### src/rtl/mcpu_ctrl.sv
`default_nettype none
// ============================================================================
// Module      : mcpu_ctrl
// Description : Multi-cycle RV32I control unit (FETCH/DECODE/EXEC/MEM/WB/TRAP)
//               with MIO_ready stall timeout and sticky trap.
//               Define MCPU_UTYPE_EN to make lui/auipc legal.
// Revision    : 1.0 - initial release
// ============================================================================
module mcpu_ctrl #(
    parameter int WAIT_LIMIT = 16,
    parameter int WAIT_W     = 5
) (
    input  logic       clk,
    input  logic       rst_n,
    input  logic [4:0] OPcode,
    input  logic [2:0] Fun3,
    input  logic       Fun7,
    input  logic       Zero,
    input  logic       MIO_ready,
    output logic       PCWrite,
    output logic       IRWrite,
    output logic       MemRead,
    output logic       MemRW,
    output logic       IorD,
    output logic       RegWrite,
    output logic       ALUSrc_B,
    output logic [1:0] ImmSel,
    output logic [1:0] MemtoReg,
    output logic [1:0] PCSource,
    output logic [3:0] ALU_Control,
    output logic [2:0] state,
    output logic       trap,
    output logic       trap_cause
);

    localparam logic [2:0] c_FETCH  = 3'd0;
    localparam logic [2:0] c_DECODE = 3'd1;
    localparam logic [2:0] c_EXEC   = 3'd2;
    localparam logic [2:0] c_MEM    = 3'd3;
    localparam logic [2:0] c_WB     = 3'd4;
    localparam logic [2:0] c_TRAP   = 3'd7;

    localparam logic [4:0] c_OP_LOAD   = 5'b00000;
    localparam logic [4:0] c_OP_IALU   = 5'b00100;
    localparam logic [4:0] c_OP_AUIPC  = 5'b00101;
    localparam logic [4:0] c_OP_STORE  = 5'b01000;
    localparam logic [4:0] c_OP_RTYPE  = 5'b01100;
    localparam logic [4:0] c_OP_LUI    = 5'b01101;
    localparam logic [4:0] c_OP_BRANCH = 5'b11000;
    localparam logic [4:0] c_OP_JALR   = 5'b11001;
    localparam logic [4:0] c_OP_JAL    = 5'b11011;

    localparam logic [WAIT_W-1:0] c_WAIT_LAST = WAIT_W'(WAIT_LIMIT - 1);

`ifdef MCPU_UTYPE_EN
    localparam logic c_UTYPE_EN = 1'b1;
`else
    localparam logic c_UTYPE_EN = 1'b0;
`endif

    logic [2:0]        r_state;
    logic [2:0]        w_next_state;
    logic [WAIT_W-1:0] r_wait_cnt;
    logic              r_trap;
    logic              r_trap_cause;

    logic w_is_load, w_is_ialu, w_is_store, w_is_rtype, w_is_branch;
    logic w_is_jal, w_is_jalr, w_is_lui, w_is_auipc, w_legal, w_timeout;

    assign w_is_load   = (OPcode == c_OP_LOAD);
    assign w_is_ialu   = (OPcode == c_OP_IALU);
    assign w_is_store  = (OPcode == c_OP_STORE);
    assign w_is_rtype  = (OPcode == c_OP_RTYPE);
    assign w_is_branch = (OPcode == c_OP_BRANCH);
    assign w_is_jal    = (OPcode == c_OP_JAL);
    assign w_is_jalr   = (OPcode == c_OP_JALR);
    assign w_is_lui    = c_UTYPE_EN && (OPcode == c_OP_LUI);
    assign w_is_auipc  = c_UTYPE_EN && (OPcode == c_OP_AUIPC);

    // Only beq (000) and bne (001) are supported branches.
    assign w_legal = w_is_load | w_is_ialu | w_is_store | w_is_rtype |
                     w_is_jal | w_is_jalr | w_is_lui | w_is_auipc |
                     (w_is_branch && (Fun3[2:1] == 2'b00));

    // A ready arriving on the last allowed cycle completes the access instead.
    assign w_timeout = (r_wait_cnt == c_WAIT_LAST) && !MIO_ready;

    function automatic logic [3:0] alu_op(input logic [2:0] f3, input logic f7,
                                          input logic allow_sub);
        logic [3:0] op;
        case (f3)
            3'b000:  op = (allow_sub && f7) ? 4'b0110 : 4'b0010;
            3'b001:  op = 4'b0100;
            3'b010:  op = 4'b0111;
            3'b011:  op = 4'b1000;
            3'b100:  op = 4'b0011;
            3'b101:  op = f7 ? 4'b1101 : 4'b0101;
            3'b110:  op = 4'b0001;
            default: op = 4'b0000;
        endcase
        return op;
    endfunction

    always_comb begin
        w_next_state = r_state;
        case (r_state)
            c_FETCH:  if (MIO_ready) w_next_state = c_DECODE;
                      else if (w_timeout) w_next_state = c_TRAP;
            c_DECODE: w_next_state = w_legal ? c_EXEC : c_TRAP;
            c_EXEC:   if (w_is_load || w_is_store) w_next_state = c_MEM;
                      else if (w_is_branch) w_next_state = c_FETCH;
                      else w_next_state = c_WB;
            c_MEM:    if (MIO_ready) w_next_state = w_is_load ? c_WB : c_FETCH;
                      else if (w_timeout) w_next_state = c_TRAP;
            c_WB:     w_next_state = c_FETCH;
            c_TRAP:   w_next_state = c_TRAP;
            default:  w_next_state = c_FETCH;
        endcase
    end

    always_ff @(posedge clk) begin
        if (!rst_n) begin
            r_state      <= c_FETCH;
            r_wait_cnt   <= '0;
            r_trap       <= 1'b0;
            r_trap_cause <= 1'b0;
        end else begin
            r_state <= w_next_state;
            if (w_next_state != r_state)
                r_wait_cnt <= '0;
            else if (((r_state == c_FETCH) || (r_state == c_MEM)) && !MIO_ready)
                r_wait_cnt <= r_wait_cnt + 1'b1;
            if ((w_next_state == c_TRAP) && (r_state != c_TRAP)) begin
                r_trap       <= 1'b1;
                // Traps taken from a memory phase are timeouts; DECODE traps are illegal opcodes.
                r_trap_cause <= (r_state == c_FETCH) || (r_state == c_MEM);
            end
        end
    end

    always_comb begin
        PCWrite     = 1'b0;
        IRWrite     = 1'b0;
        MemRead     = 1'b0;
        MemRW       = 1'b0;
        IorD        = 1'b0;
        RegWrite    = 1'b0;
        ALUSrc_B    = 1'b0;
        ImmSel      = 2'b00;
        MemtoReg    = 2'b00;
        PCSource    = 2'b00;
        ALU_Control = 4'b0010;
        case (r_state)
            c_FETCH: begin
                MemRead = !w_timeout;
                IRWrite = MIO_ready;
                PCWrite = MIO_ready;
            end
            c_EXEC: begin
                if (w_is_rtype) begin
                    ALU_Control = alu_op(Fun3, Fun7, 1'b1);
                end else if (w_is_ialu) begin
                    ALU_Control = alu_op(Fun3, Fun7, 1'b0);
                    ALUSrc_B    = 1'b1;
                end else if (w_is_load || w_is_jalr) begin
                    ALUSrc_B = 1'b1;
                end else if (w_is_store) begin
                    ALUSrc_B = 1'b1;
                    ImmSel   = 2'b01;
                end else if (w_is_branch) begin
                    ALU_Control = 4'b0110;
                    ImmSel      = 2'b10;
                    PCWrite     = Fun3[0] ? !Zero : Zero;
                    PCSource    = 2'b01;
                end else if (w_is_jal) begin
                    ImmSel = 2'b11;
                end else if (w_is_lui || w_is_auipc) begin
                    ImmSel   = 2'b11;
                    ALUSrc_B = 1'b1;
                end
            end
            c_MEM: begin
                IorD    = 1'b1;
                MemRead = w_is_load && !w_timeout;
                MemRW   = w_is_store && MIO_ready;
            end
            c_WB: begin
                RegWrite = 1'b1;
                if (w_is_load) begin
                    MemtoReg = 2'b01;
                end else if (w_is_jal || w_is_jalr) begin
                    MemtoReg = 2'b10;
                    PCWrite  = 1'b1;
                    PCSource = w_is_jal ? 2'b01 : 2'b10;
                end else if (w_is_lui) begin
                    MemtoReg = 2'b11;
                end
            end
            default: ;
        endcase
        if (!rst_n) begin
            PCWrite  = 1'b0;
            IRWrite  = 1'b0;
            MemRead  = 1'b0;
            MemRW    = 1'b0;
            RegWrite = 1'b0;
        end
    end

    assign state      = r_state;
    assign trap       = r_trap;
    assign trap_cause = r_trap_cause;

endmodule
`default_nettype wire

### config.mk
export PLATFORM = sky130hd
export DESIGN_NAME = mcpu_ctrl
export DESIGN_NICKNAME = d
export VERILOG_FILES = /design/src/rtl/mcpu_ctrl.sv
export SDC_FILE = /design/constraint.sdc
export NUM_CORES = 1
export LEC_CHECK = 0
export BUFFER_PORTS_ARGS = -buffer_cell sky130_fd_sc_hd__buf_4
export CORE_ASPECT_RATIO = 1.2
export CORE_MARGIN = 2
export CORE_UTILIZATION = 50
export DETAILED_ROUTE_END_ITERATION = 8
export PLACE_DENSITY = 0.81
export SETUP_SLACK_MARGIN = 0.4
export SLEW_MARGIN = 20
export SYNTH_ARGS = -nofsm -noshare
export SYNTH_HDL_FRONTEND = slang
export SYNTH_SLANG_ARGS = --single-unit
### constraint.sdc
create_clock -name clk -period 4.8 [get_ports clk]
set_clock_uncertainty 0.2 [all_clocks]
set_input_delay 0 -clock clk [delete_from_list [all_inputs] [get_ports clk]]
set_output_delay 0 -clock clk [all_outputs]
set_load 0.01 [all_outputs]
* Yosys cells after proc, flatten, opt, wreduce, memory -nomap -nowiden
Index checks and enable logic that the tools add are counted.
Storage, ports and cells: flip-flop bits (word level) 10, latch bits 0, RAM bits 0, memory bits (read-only) 0, output and inout port bits 22, logic and storage cells 112, memories 0
Cells by class: add/subtract/negate cells 1, $mul 0, divide/modulo/power cells 0, magnitude comparators 0, eq/ne operators 21, shifts and indexed selects 0, muxes and demuxes 61, bitwise gates (word level) 7, reductions and logical operators 18
Operators with widths (number):
- 4-bit one-hot mux with 7 select lines | 2
- 3-bit two-way mux | 11
- 1-bit two-way mux | 27
- 2-bit two-way mux | 13
- 3-bit == test (second input constant) | 6
- 4-bit two-way mux | 4
- 5-bit by 4-bit == test with 1-bit output (second input constant) | 3
- 5-bit == test (second input constant) | 3
- 3-bit one-hot mux with 5 select lines | 1
- 3-bit by 2-bit == test with 1-bit output (second input constant) | 4
- 3-bit by 1-bit == test with 1-bit output (second input constant) | 2
- 1-bit logical AND | 6
- 3-bit zero test | 2
- 1-bit OR | 6
- 5-bit by 1-bit adder with 5-bit output (second input constant) | 1
- 5-bit by 3-bit == test with 1-bit output (second input constant) | 1
- 5-bit zero test | 1
- 1-bit logical OR | 4
- 2-bit one-hot mux with 2 select lines | 1
- 1-bit zero test | 3
- 3-bit inequality test | 1
- 3-bit inequality test (second input constant) | 1
- 1-bit one-hot mux with 3 select lines | 1
- 2-bit zero test | 1
- 3 further kinds | 3

* Longest topological paths before layout
Gate-level depths: netlist of the first run.
word-level depth 11, gate-level depth with buffers 8, gate-level depth less buffers 8

* Worst setup path before layout of the first run
Ideal clock, no wire load.
path kind register to register, start register r_wait_cnt[0], end register r_trap_cause (netlist: trap_cause), arrival time 1583 ps, setup slack 2884 ps, cell stages (with the launch flop) 9, path through dfxtp_1 > ha_1 > and3_1 > ha_1 > nor2b_1 > o211ai_1 > o221ai_1 > a21oi_1 > nor3b_2
On the way: cells in the longest elaborated chain, start to end 7
Ends and longest elaborated chain:
- start, declared | line 63 | logic [WAIT_W-1:0] r_wait_cnt;
- start signal, assigned | line 132 | r_wait_cnt <= r_wait_cnt + 1'b1;
- 5-bit by 4-bit == test with 1-bit output (*) | line 86 | assign w_timeout = (r_wait_cnt == c_WAIT_LAST) && !MIO_ready;
- 1-bit logical AND (*) | line 86
- 3-bit two-way mux (*) | line 108, 114
- 3-bit two-way mux (on tied branches) | line 113, 107
- 3-bit one-hot mux with 5 select lines (*) | line 106 | case (r_state)
- 3-bit == test (*) | line 133 | if ((w_next_state == c_TRAP) && (r_state != c_TRAP)) begin
- 1-bit logical AND (*) | line 133
- end signal, assigned | line 136 | r_trap_cause <= (r_state == c_FETCH) || (r_state == c_MEM);
- end, declared | line 65 | logic r_trap_cause;
Mark *: on every way between the ends. The rest lies on a longest branch, timed or not. A chain may end at the register's enable or synchronous reset.

* Worst setup path in the final report of the first run
start register r_state[0] (netlist: state[0]), end output PCWrite
On the way: cells in the longest elaborated chain, start to end 3
Ends and longest elaborated chain:
- start, declared | line 61 | logic [2:0] r_state;
- start signal, assigned | line 123 | r_state <= c_FETCH;
- start signal, assigned | line 128 | r_state <= w_next_state;
- 3-bit == test, or another cell as far along | line 153 | case (r_state)
- 1-bit one-hot mux with 3 select lines (*) | line 153
- 1-bit two-way mux (*) | line 201 | if (!rst_n) begin
- end, declared | line 20 | output logic PCWrite,
Marked as above.

==> impl_metrics.toml, run 1 <==
[grt]
grt_antenna_before_repair = 0
grt_usage_pct = 23.9
grt_max_degree = 18
grt_pass1_wl_um = 4140
grt_pass1_vias = 1047
grt-ovfl-total = 0

[pwr]
switchingPower_mw = 0.125
p_leak_nw = 0.539
clockPowerShare_pct = 22.4
power.internal_mw = 0.203
power_density_mw_per_mm2 = 263
combPwrFrac_pct = 43.0
seq_power_share_pct = 34.6
irDropWorstVdd_uv = 284
netSwitchingFraction_pct = 38.0

[floorplan]
die_w_um = 43.9
ios = 35
num_rows = 17
initial_core_util_pct = 52.3
die_h_um = 51.9
core_area_mm2 = 0.00183
dieArea_mm2 = 0.00228

[routing]
dr.pass1.iters = 5
wl_met1_um = 926
num_vias = 1118
routed-wl-met3_um = 144
routed_via_density = 5.95
ant_nets = 0
drt_iter0_drc = 15
top_layer_used = "met4"
drc = 0
wl_um = 2500
wire_per_inst_um = 13.3
dr_wl_met2_um = 1340

[cells_and_area]
final_util_pct = 68.1
postLayoutCellArea_mm2 = 0.00125
drive_above_1_share_pct = 28.4
fillers = 176
nets = 185
num_antenna_cells = 0
multi_input_area_um2 = 694
area_growth_pct = 30.4
ff_latch_area_um2 = 200

[logic_synthesis]
yosys_warnings = 0
synth-seq-cells = 10
synthesis.instances = 137
synth.top_cells.by_count = "nor2_1, nand2_1, dfxtp_1"
yosys_most_used_dff = "dfxtp_1"
synthArstFlopShare_pct = 0
ys_seq_area_share_pct = 20.9
ys_types = 40
avgSynthCellArea_um2 = 6.98
synth_top_area_cell = "dfxtp_1"
synth_edf_count = 0
yosysTopAreaCellShare_pct = 20.9
synth_fp_nets = 152
synth_area_um2 = 956
synth_area_leaders = "dfxtp_1, nor2_1, nand2_1"
synth_most_common_cell = "nor2_1"

[clock_network]
cts-hold-fix-buffers = 1
cts.repair.resized = 0
htree_levels = 1
clock_latency_ns = 0.26
cts.reportedPaths.clkPinSlew_ns = 0.06
tritoncts = "done"
clock-sinks = 10
cts_root_buffer = "clkbuf_4"
cts_made_buffers = 3
cts_max_path_buffers = 2
post-cts-setup-buffers = 0

[sta]
hold_viol_final = 0
rsz0062_at_grt = "no"
fin_tns_setup_ns = 0
worstMarginPinSlew_ns = 0.498
slew_headroom_pct = 66.7
fin_ws_ns = 2.51
fmaxAchievable_ghz = 0.436
setup_viol = 0
timing.final.crit_share_pct = 47.8
fin_crit_ns = 2.29
slew_viol_final = 0

[worst_setup_path]
end_kind = "output port"
arrival_ns = 2.09
critPathMaxFanout = 17
required_ns = 4.60
critPathBufInv = 1
slowest_stage = "dfxtp_1"
cp-start-kind = "register"
max_stage_delay_ns = 0.46
cp_top_family = "simple AND/OR/NAND/NOR gates"
cp_cell_sequence = "nand2b_1 -> nor2_1 -> nand2_1 -> o32a_1 -> nor3b_1 -> buf_4"
crit_type = "reg2out"

[placed_design]
dp_hpwl_um = 2020
gp_congestion = 0.873
dpl_worst_slack_ns = 2.65
postPlaceCellArea_mm2 = 0.00120
io_buffers = 34

[min_path]
hold_path.class = "in2reg"

[run]
cap_violations = 0

[status]
status = "finished, final reports clean"
==> worst paths after layout <==
check                      from            end  slack [ns]  depth (start not counted)
hold reg to reg            trap           trap        0.26                          2
hold / removal        MIO_ready       state[2]         0.1                          5
setup reg to reg  r_wait_cnt[0]  r_wait_cnt[3]        2.67                          8
setup / recovery       state[0]        PCWrite        2.51                          6
==> layout make-up <==
type	count	share of cell area, %
Multi-Input combinational cell	113	55.7
Timing Repair Buffer	35	21.3
Sequential cell	10	16.1
Clock buffer	4	2.91
Inverter	7	2.11
Tap cell	19	1.91
==> placed cells by master (no fill, tap or decap), types with 2 or more instances in the layout <==
master    synthesis  layout
buf_4             0      34
nor2_1           20      20
nand2_1          14      14
dfxtp_1          10      10
inv_1             7       7
o21ai_0           7       7
a21oi_1           7       7
nor2b_1           5       5
nand3_1           5       5
nor3_1            5       5
and3_1            4       4
nor3b_1           4       4
and2_1            4       4
nand2b_1          3       3
xnor2_1           3       3
a211oi_1          3       3
o211ai_1          3       3
clkbuf_4          0       3
or2_2             2       2
o21a_1            2       2
o221ai_1          2       2
o21ai_1           2       2
ha_1              2       2
==> cell families after synthesis <==
group | count (synthesis) | share of synthesized area [%]
compound gates | 33 | 24.0
xor+xnor | 4 | 3.67
fa+ha+maj | 2 | 2.62
buf+inv | 14 | 6.41
flops | 10 | 20.9
mux | 2 | 2.23
simple gates | 72 | 40.2
==> tightest hold or removal path, stage by stage <==
cell and delay [ns]:
buf_4 0.15, nand3b_4 0.08, a211oi_2 0.08, nor2_1 0.15, nor2_1 0.06
==> metrics by stage <==
step	instances	hold slack [ns]	power, mW
final	188	0.0977	0.328
after global routing	188	0.127	0.353
after CTS	188	0.0813	0.332
after detailed placement	183	0.0926	0.255
after global placement	183	0.0955	0.251
after floorplan	137	-0.146	0.204
==> metal layers <==
layer | vias up | track usage (%)
met4 | 0 | 15.7
met3 | 11 | 2.78
met5 | - | 0
li1 | 552 | -
met1 | 511 | 24.5
met2 | 44 | 44.1
==> power groups by stage <==
| stage | Combinational (mW) | Sequential, mW | Clock [mW] |
|---|---|---|---|
| finish | 0.141 | 0.113 | 0.0735 |
| detailed placement | 0.140 | 0.115 | 0 |
| global route | 0.157 | 0.115 | 0.0805 |
| floorplan | 0.0990 | 0.105 | 0 |
| global placement | 0.137 | 0.114 | 0 |
| CTS | 0.141 | 0.113 | 0.0777 |
==> flip-flops by register name (all words and copies together) (netlist names) <==
register and cells:
trap 1, state 3, r_wait_cnt 5, trap_cause 1
Note: power is estimated with default switching activity, not from simulation.
==> run 2, diff against run 1 <==
CORE_UTILIZATION = 44   (was 50)
PLACE_DENSITY = 0.75   (was 0.81)
clock period = 1.85 ns   (was 4.8 ns; I/O delays follow)
==> run 2 against run 1 <==
  * The run now ends with negative setup slack left
  * Sequential share of layout area down 4.2 points
  * Count of clock-buffer cells in the layout is the same
  * Die area grew 12%
  * Final cell count is 19% higher
  * Non-clock buffer count up 24
  * Worst hold slack gained 0.0027 ns
  * Via count rose by 14%
  * Wire length up 43%
  * Combinational power grew to 5.1 times the previous value
  * Register-to-register slack worse by 2.8 ns
  * First-iteration DRC count grew 110%
  * Core utilization grew 16 points
  * Largest power group unchanged
==> impl_metrics.toml, run 2 (synthesized netlist as in run 1, its figures left out) <==
[cells_and_area]
mostFrequentLayoutCells = "buf_4, nor2_1, buf_6"
num_antenna_cells = 0
postLayoutCellArea_mm2 = 0.00173
fillers = 108
largest_reg_flops = 5
nets = 209
largest-register = "r_wait_cnt"
drive_above_1_share_pct = 57.5
final_common_cell = "buf_4"
area_growth_pct = 81.3

[pwr]
irDropWorstVdd_uv = 568
finalPower_mw = 1.19
power_density_mw_per_mm2 = 687
p_leak_nw = 0.751

[clock_network]
clock_latency_ns = 0.26
htree_levels = 1
tritoncts = "done"
cts_root_buffer = "clkbuf_4"
cts_made_buffers = 3
cts_max_path_buffers = 2
cts.reportedPaths.clkPinSlew_ns = 0.07
clock-sinks = 10

[grt]
grt_max_degree = 12
grt-ovfl-total = 0
grt_pass1_wl_um = 5380
grt_usage_pct = 29.2
grt_pass1_vias = 1175
grt_antenna_before_repair = 0

[worst_setup_path]
cp_top_family = "compound AO/OA/AOI/OAI gates"
cp-start-kind = "register"
max_stage_delay_ns = 0.34
rrSetupSlack_ns = -0.14
cp_cell_sequence = "ha_4 -> and3_4 -> ha_4 -> nor2b_4 -> o211ai_1 -> o221ai_2 -> a21oi_2 -> nor3b_2"
crit_type = "reg2reg"
cp-startpoint = "r_wait_cnt[1]"
crit_cells = 8
arrival_ns = 1.95
reg2reg_from = "r_wait_cnt[1]"
r2r_cells = 8
slowest_stage = "dfxtp_2"
critPathBufInv = 0
required_ns = 1.81
endpoint = "trap_cause"
crit_top_cell = "ha_4"
r2r_end = "trap_cause"
critPathMaxFanout = 4
end_kind = "register"

[min_path]
hold_start = "MIO_ready"
hold_path.class = "in2reg"

[floorplan]
die_h_um = 55.1
dieArea_mm2 = 0.00256
num_rows = 18
initial_core_util_pct = 46.6
ios = 35
die_w_um = 46.6
core_area_mm2 = 0.00205

[routing]
drc = 0
wire_per_inst_um = 16.0
wl_um = 3570
num_vias = 1278
drt_iter0_drc = 32
dr.pass1.iters = 4
ant_nets = 0
routed_via_density = 5.73

[sta]
worstMarginPinSlew_ns = 0.522
slew_viol_final = 0
setup_viol = 10
holdWs_ns = 0.100
fmaxAchievable_ghz = 0.502
timing.final.crit_share_pct = 108
fin_crit_ns = 1.99
slew_headroom_pct = 65.1
fin_ws_ns = -0.142
hold_viol_final = 0
rsz0062_at_grt = "yes"

[placed_design]
gp_congestion = 0.903
io_buffers = 34
postPlaceCellArea_mm2 = 0.00135
dp_hpwl_um = 2230
dpl_worst_slack_ns = -0.123

[run]
cap_violations = 0

[status]
status = "complete, but fails checks"
failed_checks = "negative setup slack"
[run 2: changes by cell type in the layout (fill, tap and decap cells not counted), moves of 4 or more]
cell	delta
dfxtp_2	+5
nor2_4	+4
nor3_1	-4
buf_4	+8
nor2_1	-5
buf_6	+14
nor3b_1	-4
dfxtp_1	-5
[run 2: timing repair]
| action | 4_1_cts | 5_1_grt |
|---|---|---|
| endpoints found under the hold margin | 5 | 0 |
| hold buffers | 1 | 0 |
| setup buffers | 12 | 3 |
| pin swaps | 21 | 7 |
| resized for setup | 44 | 12 |
| endpoints found under the setup margin | 26 | 25 |
[run 2: cell type report]
type                       instances  area, µm²  share of cell area (%)
sequential                        10        206                    11.9
timing repair buffer              59        508                    29.3
multi-input combinational        113        916                    52.9
tap                               30       37.5                    2.17
clock buffer                       4       36.3                    2.09
inverter                           7       28.8                    1.66
[run 2: power by group]
group	internal, mW	switching (mW)
Combinational	0.362	0.360
Clock	0.119	0.0769
Sequential	0.242	0.0297
[run 2: worst min-delay path by stage]
stage,cells after the start,end,slack (ns)
after global placement,2,state[0],0.1
after detailed placement,2,state[0],0.10
after floorplan,1,ALUSrc_B,-0.15
after global routing,5,trap_cause,0.11
final,5,state[2],0.10
after CTS,5,state[2],0.09
[run 2: stage by stage]
stage          setup TNS (ns)  utilization (%)  std cells
6_report               -0.676             84.6        223
5_1_grt                 -1.50             84.6        223
4_1_cts                -0.329             80.9        220
3_5_place_dp           -0.604             66.0        203
3_3_place_gp           -0.120             66.0        203
2_1_floorplan               0                -        137
[run 2: layer usage]
| metal | vias to the layer above | wire length, µm | GRT usage (%) |
|---|---|---|---|
| met5 | - | 0 | 0 |
| met4 | 0 | 88 | 14.3 |
| met3 | 10 | 193 | 2.60 |
| met2 | 65 | 2000 | 55.3 |
| met1 | 606 | 1290 | 31.4 |
| li1 | 597 | - | - |
[run 2: worst reg2reg max path: stages, from the launching register on]
cell and delay (ns):
dfxtp_2 0.34, ha_4 0.16, and3_4 0.18, ha_4 0.17, nor2b_4 0.14, o211ai_1 0.28, o221ai_2 0.19, a21oi_2 0.18
nor3b_2 0.06
